[src/rtl/fetch_stage_if.sv]
// fetch_stage_if: bundles the imem read port (addr/en/wr/data), the redirect input and the IF/ID handshake with status (if_*, halted, err)
interface fetch_stage_if;
  logic [15:0] imem_addr;
  logic        imem_en;
  logic        imem_wr;
  logic [15:0] imem_data;
  logic        redirect_valid;
  logic [15:0] redirect_pc;
  logic        id_ready;
  logic        if_valid;
  logic [15:0] if_instr;
  logic [15:0] if_pc;
  logic [15:0] if_pc_plus2;
  logic        halted;
  logic        err;
  modport master (
    output imem_addr, imem_en, imem_wr, if_valid, if_instr, if_pc, if_pc_plus2, halted, err,
    input  imem_data, redirect_valid, redirect_pc, id_ready
  );
  modport slave (
    input  imem_addr, imem_en, imem_wr, if_valid, if_instr, if_pc, if_pc_plus2, halted, err,
    output imem_data, redirect_valid, redirect_pc, id_ready
  );
endinterface

[src/rtl/fetch_stage.sv]
// fetch_stage: PC + IF/ID register with redirect/flush, decode back-pressure and HALT detection; ports clk, rst (async active-low), f (fetch_stage_if.master)
module fetch_stage #(
  parameter logic [15:0] RESET_PC    = 16'h0000,
  parameter logic [4:0]  HALT_OPCODE = 5'b00000
) (
  input logic          clk,
  input logic          rst,
  fetch_stage_if.master f
);
  typedef enum logic [1:0] {RUN, HALT_WAIT, HALTED} state_t;
  state_t      state, state_nx;
  logic [15:0] pc;
  logic        redir, load, is_halt, halt_ack;
  assign redir    = f.redirect_valid;
  assign load     = state == RUN && (!f.if_valid || f.id_ready) && !redir;
  assign is_halt  = f.imem_data[15:11] == HALT_OPCODE;
  assign halt_ack = state == HALT_WAIT && f.id_ready;
  always_comb begin
    state_nx = state;
    state_nx = redir ? RUN : load ? (is_halt ? HALT_WAIT : RUN) : halt_ack ? HALTED : state;
  end
  always_ff @(posedge clk or negedge rst)
    if (!rst) state <= RUN;
    else state <= state_nx;
  always_ff @(posedge clk or negedge rst)
    if (!rst) begin
      pc            <= RESET_PC;
      f.if_valid    <= 1'b0;
      f.if_instr    <= '0;
      f.if_pc       <= '0;
      f.if_pc_plus2 <= '0;
      f.err         <= 1'b0;
    end else begin
      if (redir) begin
        pc         <= {f.redirect_pc[15:1], 1'b0};
        f.if_valid <= 1'b0;
      end else if (load) begin
        f.if_instr    <= f.imem_data;
        f.if_pc       <= pc;
        f.if_pc_plus2 <= pc + 16'd2;
        f.if_valid    <= 1'b1;
        pc            <= is_halt ? pc : pc + 16'd2;
      end else if (halt_ack) begin
        f.if_valid <= 1'b0;
      end
      if (redir && f.redirect_pc[0]) f.err <= 1'b1;
    end
  assign f.imem_addr = pc;
  assign f.imem_en   = state == RUN && rst;
  assign f.imem_wr   = 1'b0;
  assign f.halted    = state == HALTED;
endmodule

[src/flat_wrapper.sv]
// flat-port wrapper written by rule: the top's interface ports become plain ports
module fetch_stage_flat 
#(
  parameter logic [15:0] RESET_PC    = 16'h0000,
  parameter logic [4:0]  HALT_OPCODE = 5'b00000
)
  (clk, rst, f_imem_addr, f_imem_en, f_imem_wr, f_if_valid, f_if_instr, f_if_pc, f_if_pc_plus2, f_halted, f_err, f_imem_data, f_redirect_valid, f_redirect_pc, f_id_ready);
  fetch_stage_if f_i ();
  input logic clk;
  input logic rst;
  output wire logic [$bits(f_i.imem_addr)-1:0] f_imem_addr;
  output wire logic [$bits(f_i.imem_en)-1:0] f_imem_en;
  output wire logic [$bits(f_i.imem_wr)-1:0] f_imem_wr;
  output wire logic [$bits(f_i.if_valid)-1:0] f_if_valid;
  output wire logic [$bits(f_i.if_instr)-1:0] f_if_instr;
  output wire logic [$bits(f_i.if_pc)-1:0] f_if_pc;
  output wire logic [$bits(f_i.if_pc_plus2)-1:0] f_if_pc_plus2;
  output wire logic [$bits(f_i.halted)-1:0] f_halted;
  output wire logic [$bits(f_i.err)-1:0] f_err;
  input wire logic [$bits(f_i.imem_data)-1:0] f_imem_data;
  input wire logic [$bits(f_i.redirect_valid)-1:0] f_redirect_valid;
  input wire logic [$bits(f_i.redirect_pc)-1:0] f_redirect_pc;
  input wire logic [$bits(f_i.id_ready)-1:0] f_id_ready;
  assign f_imem_addr = f_i.imem_addr;
  assign f_imem_en = f_i.imem_en;
  assign f_imem_wr = f_i.imem_wr;
  assign f_if_valid = f_i.if_valid;
  assign f_if_instr = f_i.if_instr;
  assign f_if_pc = f_i.if_pc;
  assign f_if_pc_plus2 = f_i.if_pc_plus2;
  assign f_halted = f_i.halted;
  assign f_err = f_i.err;
  assign f_i.imem_data = f_imem_data;
  assign f_i.redirect_valid = f_redirect_valid;
  assign f_i.redirect_pc = f_redirect_pc;
  assign f_i.id_ready = f_id_ready;
  fetch_stage #(.RESET_PC(RESET_PC), .HALT_OPCODE(HALT_OPCODE)) u_core (.clk(clk), .rst(rst), .f(f_i));
endmodule
[config.mk]
export PLATFORM = sky130hd
export DESIGN_NAME = fetch_stage_flat
export DESIGN_NICKNAME = d
export VERILOG_FILES = /design/src/rtl/fetch_stage_if.sv /design/src/rtl/fetch_stage.sv /design/src/flat_wrapper.sv
export SDC_FILE = /design/constraint.sdc
export NUM_CORES = 1
export LEC_CHECK = 0
export ABC_CLOCK_PERIOD_IN_PS = 1600
export BUFFER_PORTS_ARGS = -buffer_cell sky130_fd_sc_hd__buf_2
export CORE_ASPECT_RATIO = 1.75
export CORE_MARGIN = 5
export CORE_UTILIZATION = 29
export CTS_CLUSTER_DIAMETER = 40
export DETAILED_ROUTE_END_ITERATION = 8
export PLACE_DENSITY = 0.52
export SYNTH_ARGS = -nofsm -noshare
export SYNTH_HDL_FRONTEND = slang
export SYNTH_SLANG_ARGS = --single-unit
[constraint.sdc]
create_clock -name clk -period 1.6 [get_ports clk]
set_input_delay 0.32 -clock clk [delete_from_list [all_inputs] [get_ports clk]]
set_output_delay 0.32 -clock clk [all_outputs]
set_load 0.01 [all_outputs]
# After elaboration in Yosys (flattened, before gate mapping)

Cells that the tools add are included.

Register bits: 68
Bits in latches: 0
Memory bits (writable): 0
Memory bits (read-only): 0
Bits of input ports: 36
Word-level logic and storage cells: 36
Memories kept: 0

$add $sub $neg: 1
Multipliers: 0
Div/mod/pow operators: 0
$lt $le $gt $ge: 0
Equal/unequal tests: 3
Shift operators: 0
Mux-type cells: 10
Bitwise gates (word level): 1
Reductions and logical operators: 14

Operator list:

| operator                                      | count |
|---|---|
| two-way mux 16 bit                            | 3 |
| adder 16 x 2 -> 16 bit, second input constant | 1 |
| two-way mux 2 bit                             | 3 |
| logical AND 1 bit                             | 5 |
| zero test 5 bit                               | 1 |
| two-way mux 1 bit                             | 4 |
| AND reduction 2 bit                           | 2 |
| nonzero test 3 bit                            | 1 |
| == test 2 x 1 -> 1 bit, second input constant | 1 |
| == test 2 bit, second input constant          | 1 |
| zero test 1 bit                               | 2 |
| zero test 2 bit                               | 1 |
| != test 2 bit, second input constant          | 1 |
| nonzero test 2 bit                            | 1 |
| logical OR 1 bit                              | 1 |
| inverter 1 bit                                | 1 |

# Logic depth before layout (Yosys ltp)

Gate-level depths: netlist of the first run.

Depth in word-level cells: 6
Depth in mapped cells: 6
Depth with buffers taken out: 6

# Worst setup path before layout of the first run

OpenSTA, ideal clock, no wires.

Kind: flip-flop to flip-flop
From: register u_core.pc[1], in the netlist u_core.f.imem_addr[1]
To: register u_core.pc[11], in the netlist u_core.f.imem_addr[11]
Setup time: 0.126 ns
Arrival: 1.588 ns
Required time: 1.474 ns
Setup slack: -0.114 ns
Cell stages (with the launch flop): 6
Cells stage by stage: dfrtp_1 ha_1 nand3_1 nor3_2 o22ai_1 a221o_1

Word-level cells in the longest chain between the ends: 4

Ends and longest elaborated chain:

| element                | RTL line          | RTL |
|---|---|---|
| start, declared        | fetch_stage.sv:12 | `logic [15:0] pc;` |
| start signal, assigned | fetch_stage.sv:35 | `pc <= {f.redirect_pc[15:1], 1'b0};` |
| start signal, assigned | fetch_stage.sv:42 | `pc <= is_halt ? pc : pc + 16'd2;` |
| adder 16 x 2 -> 16 bit | fetch_stage.sv:42 |  |
| two-way mux 16 bit     | fetch_stage.sv:42 |  |
| two-way mux 16 bit     | fetch_stage.sv:37 | `end else if (load) begin` |
| two-way mux 16 bit     | fetch_stage.sv:34 | `if (redir) begin` |

No other way between the ends. The select of a mux whose other input is x is not followed.
A chain may end at the register's enable or synchronous reset.

# Final worst setup path of the first run

From: register u_core.pc[1], in the netlist u_core.f.imem_addr[1]
To: register u_core.pc[7], in the netlist u_core.f.imem_addr[7]

The elaborated chain is that of the path after synthesis.

==> results of run 1 <==
through the flow:
step | TNS, ns | instance area (um2) | power (W) | utilization, % | worst slack [ns]
after floorplan | -0.00616 | 3030 | 0.00255 | - | -0.00616
after global placement | -2.15 | 3860 | 0.00305 | 37.7 | -0.0668
after detailed placement | -2.97 | 3860 | 0.00307 | 37.7 | -0.0899
after CTS | -0.0154 | 4270 | 0.00533 | 41.7 | -0.0154
after global routing | -0.383 | 4400 | 0.00559 | 42.9 | -0.0733
final | 0 | 4400 | 0.00531 | 43.0 | 0.0278
synthesized netlist by cell type (2+ instances only):
cell type,number
o22ai_1,3
and2_1,4
a221o_1,3
nand4_1,5
dfrtp_1,65
nor3_1,5
nand2b_1,2
xor2_1,10
clkbuf_1,11
nor3_2,3
inv_1,2
xnor2_1,13
o21ai_1,26
nand2_1,128
buf_2,11
buf_4,4
nand3_1,7
nor2_1,6
o311ai_1,2
a21oi_1,2
and3_1,2
nor4_2,2
nor3b_1,2
where the power goes:
part	switching (W)	total (W)	internal (W)
combinational	0.000597	0.00108	0.000486
clock	0.000717	0.00221	0.00149
sequential	0.000154	0.00202	0.00187
kinds of logic after synthesis:
kind of cell	after synthesis	synth area share [%]
and+or+nand+nor	174	26.7
xor gates and xnor gates	23	6.68
other	1	0.124
adders and majority gates	1	0.415
AOI/OAI and AO/OA	38	7.34
buffers and inverters	28	4.44
DFF	65	53.9
muxes	1	0.332
worst max-delay path, stage by stage, from the launching register on:
cell and delay, ns:
dfrtp_2 0.43, ha_4 0.19, and3_1 0.20, and3_1 0.22, nor3b_2 0.16, a221o_1 0.26
sequential cells by signal (all words and copies together) (netlist names):
signal,count
u_core.f.if_pc_plus2,15
u_core.f.if_valid,1
u_core.f.if_pc,15
u_core.f.err,1
u_core.f.if_instr,16
u_core.state,2
u_core.f.imem_addr,15
cell type report:
cell class,count,area [um2]
diodes,1,2.50
well taps,127,159
multi-input cells,241,1360
repair buffers,146,900
inverters,2,7.51
clock inverters,4,73.8
fillers,1048,5840
clock buffers,12,267
flip-flops and latches,65,1630
worst max-delay path by stage:
stage          depth (start not counted)             startpoint  slack (ns)                endpoint
4_1_cts                                6  u_core.f.imem_addr[1]       -0.02   u_core.f.imem_addr[9]
3_3_place_gp                           6  u_core.f.imem_addr[1]       -0.07  u_core.f.imem_addr[15]
3_5_place_dp                           6  u_core.f.imem_addr[2]       -0.09  u_core.f.imem_addr[15]
2_1_floorplan                          6  u_core.f.imem_addr[1]      -0.006   u_core.f.imem_addr[9]
5_1_grt                                6  u_core.f.imem_addr[7]       -0.07   u_core.f.imem_addr[9]
6_report                               5  u_core.f.imem_addr[1]        0.03   u_core.f.imem_addr[7]
per-layer routing:
layer | track usage (%) | part of all wire, %
met5 | 0 | 0
met4 | 6.65 | 1.8
met3 | 3.06 | 5.4
met2 | 26.2 | 54
met1 | 17.2 | 39
timing repair:
item / CTS / global route
resized for setup: 6 / 18
gates cloned: 1 / 0
endpoints found under the setup margin: 23 / 48
endpoints found under the hold margin: 0 / 0
buffers inserted: 1 / 6
pin swaps: 2 / 10
==> impl_metrics.csv, run 1 <==
group,metric,value,unit
status,status,"complete, no violations",
synthesis,synth.largest_area_cell,"dfrtp_1",
synthesis,ys.warnings.count,0,
timing,fin_worst_skew,0.00512,ns
synthesis,synth_edf_count,0,
drt,dr_total_vias,2715,
synthesis,synth.area.top_cells,"dfrtp_1 (54%), nand2_1 (16%), o21ai_1 (4.3%)",
floorplan,start_util,29.5,%
finish,layout_commonest_cell,"nand2_1",
synthesis,synth_top_cell_area_share,53.9,%
clock_network,cts_tree,"yes",
placement,numPortBuffers,100,
synthesis,yosysSeqAreaShare,53.9,%
synthesis,yosys.cell_types.count,36,
floorplan,fp.dieH,145,um
clock_network,cts_max_level,3,
setup_path,end_kind,"flop",
finish,drive_gt1_share,40.0,%
run,drv_cap,0,
clock_network,cts.sinks,65,
timing,period_share,98.3,%
synthesis,async_flop_share,100,%
synthesis,synth-seq-cells,65,
timing,slew_viol_final,0,
grt,grt_first_pass_wirelength,14400,um
placement,dpl.hpwl,6360,um
worst_hold_path,min_path_type,"in2reg",
floorplan,die-area,12600,um2
timing,fin_crit,1.57,ns
clock_network,clkTransAtPathRegs,0.06,ns
drt,wl_per_cell,15.2,um
worst_hold_path,min_from,"f_imem_data[1]",
grt,antenna_found_initial,0,
floorplan,coreArea,10200,um2
floorplan,die_w,87.1,um
setup_path,r2r-start,"u_core.f.imem_addr[1]",
setup_path,crit_type,"reg2reg",
drt,vias_per_cell,4.54,
synthesis,synthFlopType,"dfrtp_1",
setup_path,crit_path_max_fanout,4,
finish,fin_nets,502,
grt,grt_usage,14.9,%
timing,rsz0062_at_grt,"yes",
drt,drtAntennaViolNets,0,
finish,mostFrequentLayoutCells,"nand2_1 (127), buf_2 (99), dfrtp_1 (61), buf_4 (40), o21ai_1 (26)",
grt,grt_max_degree,66,
floorplan,ios,105,
finish,area_growth,45.9,%
power_and_ir_drop,power-per-cell-area,1210,nW/um2
drt,drc,0,
setup_path,critPathArrivalTime,1.78,ns
setup_path,cp-start-kind,"flop",
clock_network,cts_buffers,9,
grt,grt-ovfl-total,0,
synthesis,synth_area,3020,um2
timing,finalSetupViolCount,0,
clock_network,worstSkewPairLatency,0.33,ns
grt,grt_pass1_vias,2728,
power_and_ir_drop,ir_drop,0.589,mV
worst_hold_path,worstHoldPathCells,3,
synthesis,syn_avg_cell_area,9.11,um2
clock_network,postCtsHoldBufs,0,
placement,place_congestion,0.793,
drt,wl,9080,um
setup_path,critPathRequiredTime,1.81,ns
floorplan,rows,49,
timing,fmax,636,MHz
clock_network,cts_root_buf,"clkbuf_16",
placement,placed_cells,573,
setup_path,r2r_end,"u_core.f.imem_addr[7]",
clock_network,clock_path_buffers,2,
timing,max_slew_margin,43.7,%
timing,whs,0.178,ns
finish,stdcell_count,598,
setup_path,worst-r2r-cell-count,5,
worst_hold_path,min_to,"u_core.f.if_instr[1]",
timing,worst_slew_pin_slew,0.845,ns
setup_path,r2r_slack,0.03,ns
drt,drtIter0Drc,111,
timing,finalHoldViolations,0,
power_and_ir_drop,total_leakage_power,2.24,nW
drt,first_pass_iters,4,
synthesis,postSynthCellCount,331,
No activity file was read; power rests on OpenSTA's default activity.
==> run 2: changes to the inputs <==
- PLACE_DENSITY: 0.52 -> unset
==> run 2 against run 1 <==
The flow now finishes with violations (negative setup slack). Non-clock buffer count is the same. Register-to-register slack lost 0.12 ns. Final area grew 0.97%. Critical path type unchanged.
==> impl_metrics.csv, run 2 (synthesized netlist as in run 1, its figures left out) <==
group,metric,value,unit
status,status,"finished with violations",
status,violations,"negative setup slack",
setup_path,critPathRequiredTime,1.79,ns
clock_network,cts_root_buf,"clkbuf_16",
setup_path,slowest_stage,"dfrtp_1",
clock_network,cts_tree,"yes",
setup_path,cp_num_cells,5,
floorplan,fp.dieH,145,um
drt,drtIter0Drc,137,
finish,area_growth,47.3,%
placement,place_congestion,0.766,
grt,grt_usage,15.1,%
power_and_ir_drop,power-per-cell-area,1180,nW/um2
clock_network,cts_buffers,9,
placement,numPortBuffers,100,
worst_hold_path,min_path_type,"in2reg",
timing,fin_worst_skew,0.00474,ns
timing,worst_slew_pin_slew,0.842,ns
clock_network,cts.sinks,65,
timing,period_share,106,%
power_and_ir_drop,total_leakage_power,2.26,nW
floorplan,ios,105,
drt,vias_per_cell,4.62,
timing,max_slew_margin,43.9,%
floorplan,die-area,12600,um2
finish,largest_register_ffs,16,
setup_path,cpMostUsedCell,"o311ai_2",
finish,layout_commonest_cell,"nand2_1",
grt,grt_max_degree,66,
setup_path,critPathArrivalTime,1.88,ns
timing,finalHoldViolations,0,
finish,final_core_util,43.4,%
finish,fin_nets,502,
floorplan,start_util,29.5,%
floorplan,coreArea,10200,um2
timing,setup_ws,-0.0916,ns
run,drv_cap,0,
placement,placed_cells,572,
setup_path,crit_type,"reg2reg",
grt,grt_first_pass_wirelength,14400,um
floorplan,rows,49,
grt,grt_pass1_vias,2875,
finish,design_area,4440,um2
drt,wl_per_cell,15.4,um
timing,rsz0062_at_grt,"yes",
drt,wl,9180,um
timing,fmax,591,MHz
floorplan,die_w,87.1,um
setup_path,slowest_delay,0.47,ns
timing,fin_crit,1.69,ns
power_and_ir_drop,ir_drop,0.586,mV
drt,drc,0,
setup_path,crit_chain,"nand2_1 > nor3_4 > nand4_1 > o311ai_2 > o311ai_2",
timing,whs,0.182,ns
finish,antenna_cells,0,
grt,grt-ovfl-total,0,
setup_path,path_buf_inv,0,
placement,dpl.hpwl,6470,um
drt,drtAntennaViolNets,0,
worst_hold_path,worstHoldPathCells,3,
setup_path,cp-start-kind,"flop",
setup_path,worst-r2r-cell-count,5,
clock_network,worstSkewPairLatency,0.33,ns
power_and_ir_drop,fin_total_pwr,0.00523,W
finish,stdcell_count,597,
timing,finalSetupViolCount,3,
grt,antenna_found_initial,0,
clock_network,cts_max_level,3,
finish,mostFrequentLayoutCells,"nand2_1 (127), buf_2 (100), dfrtp_1 (59), buf_4 (35), o21ai_1 (26)",
clock_network,clock_path_buffers,2,
placement,placed_area,3870,um2
clock_network,clkTransAtPathRegs,0.05,ns
drt,dr_total_vias,2756,
finish,drive_gt1_share,41.1,%
setup_path,end_kind,"flop",
drt,first_pass_iters,4,
setup_path,crit_family,"simple AND/OR/NAND/NOR gates",
timing,slew_viol_final,0,
finish,largest-register,"u_core.f.if_instr",
setup_path,crit_path_max_fanout,4,
[run 2: area by class of cell]
type,instances,area (um2)
clock buffers,11,243
clock inverters,5,78.8
flip-flops and latches,65,1630
well taps,127,159
repair buffers,146,925
inverters,2,7.51
multi-input cells,241,1400
fillers,1019,5800
[run 2: final timing paths]
path                                        from                      to  slack [ns]
max                        u_core.f.imem_addr[4]  u_core.f.imem_addr[14]       -0.09
min                               f_imem_data[1]    u_core.f.if_instr[1]        0.18
max reg2reg                u_core.f.imem_addr[4]  u_core.f.imem_addr[14]       -0.09
min reg2reg                         u_core.f.err            u_core.f.err        0.45
max in group asynchronous                    rst   u_core.f.imem_addr[8]        0.79
min in group asynchronous                    rst            u_core.f.err        0.20
[run 2: timing repair]
item,CTS,global route
resized for setup,12,25
setup endpoints to repair,38,29
gates cloned,1,0
hold buffers,0,0
pin swaps,2,9
setup buffers,2,7
[run 2: power breakdown]
part,switching [W],total [W],internal (W)
sequential,0.000157,0.00203,0.00187
combinational,0.000606,0.00109,0.000488
clock,0.000707,0.00211,0.00140
total,0.00147,0.00523,0.00376
[run 2: metrics by stage]
stage / setup WS, ns / TNS [ns]
finish: -0.0916 / -0.101
global route: -0.0892 / -0.438
CTS: -0.0155 / -0.0178
detailed placement: -0.0828 / -3.35
global placement: -0.0594 / -2.10
floorplan: -0.00616 / -0.00616
[run 2: tightest hold or removal path: cells and delay by family]
family | cells | cell delay (ns)
and+or+nand+nor | 2 | 0.09
buffers and inverters | 1 | 0.07
[run 2: layer usage]
metal  part of all wire [%]  track usage, %
met5                      0               0
met4                    3.0            8.29
met3                    6.1            4.08
met2                     54            26.6
met1                     37            16.2
==> run 3: changes to the inputs <==
- ABC_CLOCK_PERIOD_IN_PS: 1600 -> 1730
- clock period: 1.6 -> 1.73 ns (I/O delays scaled with it)
==> run 3 against run 2 <==
The flow now finishes without violations. Worst setup slack improved by 0.16 ns. Sequential share of layout area rose by 2.5 points. Core utilization fell by 2.9 points. Wire length fell by 2.9%. Total power fell by 12%. Final area fell by 6.8%. Clock power fell by 14%. Flip-flop and latch count did not move. Register-to-register slack improved by 0.20 ns. Critical path type is now reg2out. Critical endpoint is now f_imem_en. Largest power group is now registers.
==> impl_metrics.csv, run 3 (synthesized netlist as in run 1, its figures left out) <==
group,metric,value,unit
status,status,"complete, no violations",
timing,worst_slew_pin_slew,0.875,ns
grt,met1_usage,16.6,%
setup_path,end_kind,"primary output",
timing,finalSetupViolCount,0,
clock_network,clock_path_buffers,2,
placement,dpl.hpwl,6310,um
drt,wl,8910,um
clock_network,cts_buffers,9,
grt,grt_first_pass_wirelength,13700,um
drt,vias_per_cell,4.57,
grt,grt_max_degree,66,
timing,setup-tns-final,0,ns
setup_path,slowest_delay,0.46,ns
power_and_ir_drop,power-per-cell-area,1110,nW/um2
power_and_ir_drop,ir_drop,0.543,mV
setup_path,cp-start-kind,"flop",
finish,antenna_cells,0,
timing,fmax,603,MHz
setup_path,critPathRequiredTime,1.38,ns
setup_path,critPathArrivalTime,1.31,ns
finish,largest-register,"u_core.f.if_instr",
setup_path,crit_type,"reg2out",
timing,rsz0062_at_grt,"no",
floorplan,die-area,12600,um2
floorplan,start_util,29.5,%
floorplan,rows,49,
drt,drtIter0Drc,88,
finish,nFillCells,1025,
drt,first_pass_iters,4,
timing,fin_crit,1.66,ns
clock_network,cts.sinks,65,
clock_network,clkTransAtPathRegs,0.05,ns
clock_network,cts_root_buf,"clkbuf_16",
timing,slew_viol_final,0,
setup_path,slowest_stage,"dfrtp_2",
clock_network,worstSkewPairLatency,0.33,ns
placement,numPortBuffers,100,
setup_path,crit_family,"flip-flops",
clock_network,cts_tree,"yes",
floorplan,ios,105,
setup_path,crit_chain,"nor2_2 > buf_4 > and2_1 > buf_2",
drt,drtAntennaViolNets,0,
grt,met2_usage,24.2,%
finish,multi_input_area,1310,um2
drt,dr_total_vias,2643,
grt,grt_usage,14.4,%
setup_path,path_buf_inv,2,
drt,drc,0,
finish,regArea,1630,um2
timing,period_share,95.9,%
finish,area_growth,37.3,%
timing,finalHoldViolations,0,
placement,preCtsSetupSlack,-0.00954,ns
floorplan,coreArea,10200,um2
timing,setup_ws,0.0713,ns
clock_network,cts_max_level,3,
clock_network,postCtsHoldBufs,0,
finish,mostFrequentLayoutCells,"nand2_1 (128), buf_2 (100), dfrtp_1 (63), o21ai_1 (26), buf_4 (26)",
finish,largest_register_ffs,16,
timing,max_slew_margin,41.7,%
setup_path,crit_path_max_fanout,6,
grt,gr-max-usage-layer,"met2",
floorplan,fp.dieH,145,um
worst_hold_path,min_path_type,"in2reg",
placement,place_congestion,0.773,
grt,antenna_found_initial,0,
grt,use_met3,3.17,%
grt,grt_pass1_vias,2698,
finish,layout_commonest_cell,"nand2_1",
run,drv_cap,0,
power_and_ir_drop,total_leakage_power,2.13,nW
drt,wl_per_cell,15.4,um
floorplan,die_w,87.1,um
finish,fin_nets,484,
timing,fin_worst_skew,0.0113,ns
grt,grt-ovfl-total,0,
finish,drive_gt1_share,35.3,%
run 3: changes by cell type in the layout (fill, tap and decap cells not counted), sizes merged:
cell / previous run / this run
buf: 146 / 127
bufinv: 2 / 1
clkinv: 3 / 2
clkbuf: 11 / 13
run 3: path summary, 6_finish.rpt:
kind | cells after the start | slack (ns) | start | to
hold / removal | 3 | 0.20 | f_imem_data[4] | u_core.f.if_instr[4]
max in group asynchronous | 2 | 0.87 | rst | u_core.f.imem_addr[9]
hold reg to reg | 1 | 0.45 | u_core.f.err | u_core.f.err
setup reg to reg | 6 | 0.11 | u_core.f.imem_addr[1] | u_core.f.imem_addr[9]
min in group asynchronous | 2 | 0.22 | rst | u_core.f.if_pc[2]
setup / recovery | 4 | 0.07 | u_core.state[0] | f_imem_en
run 3: where the power goes:
part	internal (W)	switching [W]	total, W
combinational	0.000391	0.000531	0.000922
sequential	0.00173	0.000140	0.00187
clock	0.00118	0.000640	0.00182
total	0.00330	0.00131	0.00461
run 3: worst register-to-register path: cells and delay by family, from the launching register on:
family                     cells  cell delay (ns)
AOI/OAI and AO/OA              1             0.07
xor gates and xnor gates       1             0.14
adders and majority gates      1             0.24
DFF                            1             0.35
and+or+nand+nor                3             0.69
run 3: metal layers:
metal	share of wire, %	wire, um	vias up
met5	0	0	-
met1	41	3620	1243
met3	5.9	528	14
met4	3.1	275	0
li1	-	-	1303
met2	50	4490	83
run 3: layout make-up:
class                      count  area share (%)
clock buffer                  12            6.19
timing repair buffer         128            17.9
tap                          127            3.84
multi-input combinational    241            31.6
inverter                       2           0.181
clock inverter                 3           0.967
sequential                    65            39.3
run 3: per-stage QoR:
stage / hold slack, ns / util, % / total power [W] / instance area (um2) / std cells
global route: 0.199 / 40.4 / 0.00487 / 4140 / 578
finish: 0.204 / 40.4 / 0.00461 / 4140 / 578
floorplan: 0.0504 / - / 0.00235 / 3030 / 334
CTS: 0.185 / 39.8 / 0.00466 / 4070 / 577
detailed placement: 0.439 / 36.9 / 0.00281 / 3770 / 562
global placement: 0.440 / 36.9 / 0.00278 / 3770 / 562
run 3: what timing repair did:
action | in CTS | in global routing
buffers inserted | 0 | 0
gates resized for setup | 0 | 10
endpoints found under the setup margin | 0 | 50
endpoints found under the hold margin | 0 | 0
